### config.mk
export PLATFORM = sky130hd
export DESIGN_NAME = jk_count_ctrl
export DESIGN_NICKNAME = d
export VERILOG_FILES = /design/src/rtl/jk_count_ctrl.sv
export SDC_FILE = /design/constraint.sdc
export NUM_CORES = 1
export LEC_CHECK = 0
export CORE_MARGIN = 1.5
export CORE_UTILIZATION = 25
export CTS_BUF_LIST = sky130_fd_sc_hd__clkbuf_8
export DETAILED_ROUTE_END_ITERATION = 8
export DONT_BUFFER_PORTS = 1
export GPL_TIMING_DRIVEN = 1
export REMOVE_ABC_BUFFERS = 1
export SLEW_MARGIN = 10
export SYNTH_ARGS = -nofsm -noshare
export SYNTH_HDL_FRONTEND = slang
export SYNTH_SLANG_ARGS = --single-unit
### constraint.sdc
create_clock -name clk -period 2.3 [get_ports clk]
set_input_delay 0.46 -clock clk [delete_from_list [all_inputs] [get_ports clk]]
set_output_delay 0.46 -clock clk [all_outputs]
set_load 0.03 [all_outputs]
### src/rtl/jk_count_ctrl.sv
// jk_count_ctrl: command-driven sequencer for an external bank of WIDTH
// posedge JK flip-flops. Turns host commands (clear, preset, load, toggle,
// count up/down N steps) into per-cycle j/k/prn/clrn drive, with q fed back.
//
// Ports
//   clk        rising-edge clock, shared with the JK bank
//   clrn       synchronous active-low reset (also clears the bank)
//   cmd_valid  command present
//   cmd_ready  controller can accept a command (IDLE and out of reset)
//   cmd_op     0 NOP, 1 CLEAR, 2 PRESET, 3 LOAD, 4 UP, 5 DOWN, 6 TOGGLE, 7 rsvd
//   cmd_data   LOAD value
//   cmd_steps  step count for UP/DOWN
//   q_fb       q outputs of the bank
//   jk_j/jk_k  j/k inputs of the bank
//   jk_prn     active-low preset to the bank
//   jk_clrn    active-low clear to the bank
//   busy       command in progress
//   done       one-cycle completion pulse
//   wrap       one-cycle pulse after a count step that wrapped
//
// state | meaning
// IDLE  | bank held, cmd_ready=1, waiting for a command
// EXEC  | one-cycle drive for CLEAR/PRESET/LOAD/TOGGLE (hold for NOP/rsvd/zero-step)
// RUN   | counting; one bank step per cycle until the step counter reaches 1
// DONE  | done=1 for one cycle, bank held, then IDLE

module jk_count_ctrl #(
   parameter int WIDTH = 4,
   parameter int STEPW = 8
) (
   input  logic             clk,
   input  logic             clrn,
   input  logic             cmd_valid,
   output logic             cmd_ready,
   input  logic [2:0]       cmd_op,
   input  logic [WIDTH-1:0] cmd_data,
   input  logic [STEPW-1:0] cmd_steps,
   input  logic [WIDTH-1:0] q_fb,
   output logic [WIDTH-1:0] jk_j,
   output logic [WIDTH-1:0] jk_k,
   output logic [WIDTH-1:0] jk_prn,
   output logic [WIDTH-1:0] jk_clrn,
   output logic             busy,
   output logic             done,
   output logic             wrap
);

   localparam logic [2:0] OP_CLEAR  = 3'd1;
   localparam logic [2:0] OP_PRESET = 3'd2;
   localparam logic [2:0] OP_LOAD   = 3'd3;
   localparam logic [2:0] OP_UP     = 3'd4;
   localparam logic [2:0] OP_DOWN   = 3'd5;
   localparam logic [2:0] OP_TOGGLE = 3'd6;

   typedef enum logic [1:0] {
      S_IDLE = 2'd0,
      S_EXEC = 2'd1,
      S_RUN  = 2'd2,
      S_DONE = 2'd3
   } state_t;

   state_t           state_q, state_d;
   logic [2:0]       op_q, op_d;
   logic [WIDTH-1:0] data_q, data_d;
   logic [STEPW-1:0] cnt_q, cnt_d;
   logic             wrap_q, wrap_d;
   logic [WIDTH-1:0] tog;

   always_ff @(posedge clk) begin
      if (!clrn) begin
         state_q <= S_IDLE;
         op_q    <= '0;
         data_q  <= '0;
         cnt_q   <= '0;
         wrap_q  <= 1'b0;
      end else begin
         state_q <= state_d;
         op_q    <= op_d;
         data_q  <= data_d;
         cnt_q   <= cnt_d;
         wrap_q  <= wrap_d;
      end
   end

   always_comb begin
      state_d = state_q;
      op_d    = op_q;
      data_d  = data_q;
      cnt_d   = cnt_q;
      wrap_d  = 1'b0;
      case (state_q)
         S_IDLE: begin
            if (cmd_valid) begin
               op_d   = cmd_op;
               data_d = cmd_data;
               cnt_d  = cmd_steps;
               if ((cmd_op == OP_UP || cmd_op == OP_DOWN) && cmd_steps != '0)
                  state_d = S_RUN;
               else
                  state_d = S_EXEC;
            end
         end
         S_EXEC: state_d = S_DONE;
         S_RUN: begin
            // q_fb here is the value the bank holds just before this step.
            wrap_d = (op_q == OP_UP) ? (&q_fb) : ~(|q_fb);
            cnt_d  = cnt_q - STEPW'(1);
            if (cnt_q == STEPW'(1))
               state_d = S_DONE;
         end
         default: state_d = S_IDLE;
      endcase
   end

   // Ripple toggle enables: bit i toggles when all lower bits are 1 (UP)
   // or all lower bits are 0 (DOWN).
   always_comb begin
      logic carry;
      carry = 1'b1;
      tog   = '0;
      for (int i = 0; i < WIDTH; i++) begin
         tog[i] = carry;
         carry  = carry & ((op_q == OP_DOWN) ? ~q_fb[i] : q_fb[i]);
      end
   end

   always_comb begin
      cmd_ready = 1'b0;
      busy      = (state_q != S_IDLE);
      done      = (state_q == S_DONE);
      wrap      = wrap_q;
      jk_j      = '0;
      jk_k      = '0;
      jk_prn    = '1;
      jk_clrn   = '1;
      if (!clrn) begin
         // Clear the bank on the same edge as the controller reset.
         jk_clrn = '0;
      end else begin
         case (state_q)
            S_IDLE: cmd_ready = 1'b1;
            S_EXEC: begin
               case (op_q)
                  OP_CLEAR:  jk_clrn = '0;
                  OP_PRESET: jk_prn  = '0;
                  OP_LOAD: begin
                     jk_j = data_q;
                     jk_k = ~data_q;
                  end
                  OP_TOGGLE: begin
                     jk_j = '1;
                     jk_k = '1;
                  end
                  default: ;
               endcase
            end
            S_RUN: begin
               jk_j = tog;
               jk_k = tog;
            end
            default: ;
         endcase
      end
   end

endmodule
==> tab_implementation.tex <==
\begin{tabular}{lr}
\hline
Metric & Value \\
\hline
\multicolumn{2}{l}{\textbf{Outcome}} \\
Result of the run & finished, final reports clean \\
\multicolumn{2}{l}{\textbf{Finish}} \\
Net count, final & about 220 \\
Area occupied by multi-input gates & a little under 900 um2 \\
Seq. cell area & roughly 360 um2 \\
Share of the core filled with cells in the final layout & around 30\% \\
Post-synthesis to final-layout area growth & 12.34\% \\
Final instance area & 1515 um2 \\
Fraction of final layout cells with drive strength greater than 1 & 11.83\% \\
Filler Cell Count & a little under 600 \\
Diodes inserted & 0 \\
\multicolumn{2}{l}{\textbf{Yosys}} \\
Post-synth top flop & sky130\_fd\_sc\_hd\_\_dfxtp\_1 \\
Post-synth cell types & 39 \\
Number of synthesized register bits & 18 \\
Fraction of the yosys area taken by sequential cells & between 20\% and 30\% \\
Cell Area, Synth & 1349 um2 \\
Syn. warnings & 0 \\
EDFF count, synth & 0 \\
Proportion of register bits with asynchronous set or reset after synthesis & 0\% \\
Avg Cell Area, Syn & 7.330 um2 \\
Gate count after technology mapping & between 150 and 200 \\
\multicolumn{2}{l}{\textbf{Power and ir drop}} \\
Cell area power density & around 1100 nW/um2 \\
Maximum vdd drop & approximately 0.00040 V \\
Leakage component of the power & approximately 0.6 nW \\
\multicolumn{2}{l}{\textbf{Place}} \\
HPWL reported at the end of detailed placement & 2599 um \\
Cell Area, Placed & between 1000 and 1500 um2 \\
RD Place Congestion & 0.7803 \\
Worst Setup Slack post-DPL & approximately 0.40 ns \\
Quantity of I/O buffers inserted on ports & 0 \\
\multicolumn{2}{l}{\textbf{STA}} \\
Post-layout worst setup margin & about 0.16 ns \\
Portion of the clock cycle consumed by the worst path in the final layout & between 90\% and 100\% \\
Post-route clock skew & $\sim$0.0018 ns \\
Worst Tran Pin Value & a little over 0.5 ns \\
Number of hold violations in the final report & 0 \\
RSZ-0062 raised after global routing & false \\
Min Hold Slack & 0.3260 ns \\
Final setup vio count & 0 \\
Highest clock rate & about 470 MHz \\
Slew HR & approximately 65\% \\
Count of pins over their slew limit & 0 \\
Time the worst path needs with I/O delays and setup & $\sim$2.1 ns \\
\multicolumn{2}{l}{\textbf{Die}} \\
Area of the placeable core & between 5000 and 6000 um2 \\
Boundary Pins & between 40 and 50 \\
DIE AREA & slightly below 6000 um2 \\
Initial Utilization & between 20\% and 30\% \\
Rows & 26 \\
Die height & between 70 and 80 um \\
Chip width & 76.45 um \\
\multicolumn{2}{l}{\textbf{CTS}} \\
Worst-Skew Late Latency & $\sim$0.25 ns \\
Clock sinks & 18 \\
Cell at the root of the clock tree & sky130\_fd\_sc\_hd\_\_clkbuf\_8 \\
TritonCTS Buffers & 3 \\
Number of H-tree levels & 1 \\
CTS clk-pin slew, worst paths & about 0.070 ns \\
Clock tree from TritonCTS & done \\
Bufs on Longest Clock Path & 2 \\
\multicolumn{2}{l}{\textbf{Global route}} \\
Remaining global-route overflow & 0 \\
Vias in the first global route & 1,233 \\
Global-route total usage across every layer & about 12\% \\
Initial antenna violation count & 0 \\
Largest net degree at the start of global routing & 26 \\
Global-route wire length before repair & 5782 um \\
\multicolumn{2}{l}{\textbf{Setup path}} \\
Worst setup path category & flop to output pin \\
Critical path data required time & approximately 1.8 ns \\
Startpoint type of the worst setup path & flop \\
Critical path peak fanout & 8 \\
Worst Path Arrival & approximately 1.7 ns \\
Critical path capture point type & output pin \\
\multicolumn{2}{l}{\textbf{Detailed routing}} \\
Final routed wire length divided by cell count & approximately 13 um \\
Initial DRT Pass Iterations & 4 \\
DRC violations left & 0 \\
DR vias & between 1,000 and 1,500 \\
Routed vias/inst & 4.973 \\
Number of nets still failing antenna checks after routing & 0 \\
DRC marker count from the first detailed-route iteration & 56 \\
Wirelength, routed & 3420 um \\
\multicolumn{2}{l}{\textbf{Min path}} \\
Hold Crit Class & input port to flop \\
\multicolumn{2}{l}{\textbf{Job}} \\
Max Cap Violations & 0 \\
\hline
\end{tabular}
## cell usage after synthesis, types with 6 or more instances
| cell type | number | area share (%) |
|---|---|---|
| sky130_fd_sc_hd__nand2_1 | 27 | 7.5 |
| sky130_fd_sc_hd__o21ai_0 | 12 | 4.5 |
| sky130_fd_sc_hd__clkbuf_1 | 6 | 1.7 |
| sky130_fd_sc_hd__ha_1 | 6 | 5.6 |
| sky130_fd_sc_hd__a21oi_1 | 12 | 4.5 |
| sky130_fd_sc_hd__a21boi_0 | 7 | 3.9 |
| sky130_fd_sc_hd__buf_4 | 6 | 3.3 |
| sky130_fd_sc_hd__inv_1 | 8 | 2.2 |
| sky130_fd_sc_hd__nor2_1 | 14 | 3.9 |
| sky130_fd_sc_hd__nand3_1 | 8 | 3.0 |
| sky130_fd_sc_hd__dfxtp_1 | 18 | 27 |
## power by group
part	internal [mW]	switching (mW)	total, mW
registers	0.397	0.0981	0.495
clock network	0.152	0.109	0.261
logic	0.352	0.533	0.885
## worst max-delay path, cell delays in order (launching register included)
cell	delay, ns
sky130_fd_sc_hd__dfxtp_1	0.39
sky130_fd_sc_hd__inv_1	0.08
sky130_fd_sc_hd__ha_1	0.34
sky130_fd_sc_hd__nand2_1	0.20
sky130_fd_sc_hd__a21oi_1	0.22
sky130_fd_sc_hd__buf_4	0.19
## registers in the layout, summed over array words and instances, names as in the netlist
| name | cells |
|---|---|
| state_q | 2 |
| cnt_q | 8 |
| data_q | 4 |
| op_q | 3 |
| wrap | 1 |
## cells by family (layout without fill, tap and decap cells)
group | after synthesis | in the layout | synth area share, %
adders and majority gates | 6 | 6 | 5.566
AOI/OAI and AO/OA | 53 | 53 | 26.62
and+or+nand+nor | 79 | 79 | 29.59
buffers and inverters | 24 | 26 | 8.626
DFF | 18 | 18 | 26.72
xor gates and xnor gates | 1 | 1 | 0.6495
muxes | 3 | 3 | 2.226
## layout by cell type (no fill, tap or decap), types with 2 or more instances in the layout
cell                        Yosys  final
sky130_fd_sc_hd__a2111oi_0      2      2
sky130_fd_sc_hd__a21boi_0       7      7
sky130_fd_sc_hd__a21o_1         4      4
sky130_fd_sc_hd__a21oi_1       12     12
sky130_fd_sc_hd__a2bb2oi_1      3      3
sky130_fd_sc_hd__and2_1         2      2
sky130_fd_sc_hd__and3b_1        3      3
sky130_fd_sc_hd__buf_4          6     14
sky130_fd_sc_hd__clkbuf_8       0      4
sky130_fd_sc_hd__dfxtp_1       18     18
sky130_fd_sc_hd__ha_1           6      5
sky130_fd_sc_hd__inv_1          8      8
sky130_fd_sc_hd__mux2i_1        3      3
sky130_fd_sc_hd__nand2_1       27     27
sky130_fd_sc_hd__nand2b_1       2      2
sky130_fd_sc_hd__nand3_1        8      8
sky130_fd_sc_hd__nand3b_1       2      2
sky130_fd_sc_hd__nor2_1        14     14
sky130_fd_sc_hd__nor2b_1        5      4
sky130_fd_sc_hd__nor3_1         3      3
sky130_fd_sc_hd__nor3b_1        2      2
sky130_fd_sc_hd__nor4_1         3      3
sky130_fd_sc_hd__nor4bb_1       2      2
sky130_fd_sc_hd__o211ai_1       2      2
sky130_fd_sc_hd__o21ai_0       12     12
sky130_fd_sc_hd__o22ai_1        2      2
sky130_fd_sc_hd__o311a_1        2      2
sky130_fd_sc_hd__or3_1          5      5
## per-layer routing
| layer | global-route usage [%] | share of wire, % |
|---|---|---|
| met1 | 15.96 | 50 |
| met5 | 0 | 0 |
| met4 | 3.333 | 0.76 |
| met3 | 3.952 | 6.4 |
| met2 | 18.84 | 43 |
## stage by stage
stage	TNS (ns)	std cells	power, mW
after global placement	0	252	1.369
after global routing	0	256	1.778
final	0	256	1.642
after CTS	0	256	1.648
after detailed placement	0	252	1.380
after floorplan	-2.328	168	1.143
## worst paths after layout
path              start   endpoint  slack (ns)  cells past startpoint
max reg2reg  state_q[0]   cnt_q[2]        0.54                      8
min reg2reg   data_q[1]  data_q[1]        0.49                      2
min                clrn   cnt_q[2]        0.33                      1
max          state_q[0]    jk_k[0]        0.16                      5
## what timing repair did
action | 4_1_cts | 5_1_grt
resized for setup | 0 | 1
buffers inserted | 0 | 0
setup endpoints to repair | 0 | 4
hold buffers | 0 | 0
## cell type report
type / instances / area share (%)
repair buffers: 14 / 6.936
multi-input cells: 142 / 57.89
flip-flops and latches: 18 / 23.78
clock buffers: 4 / 3.633
well taps: 70 / 5.780
inverters: 8 / 1.982
(Power assumes the default switching activity.)
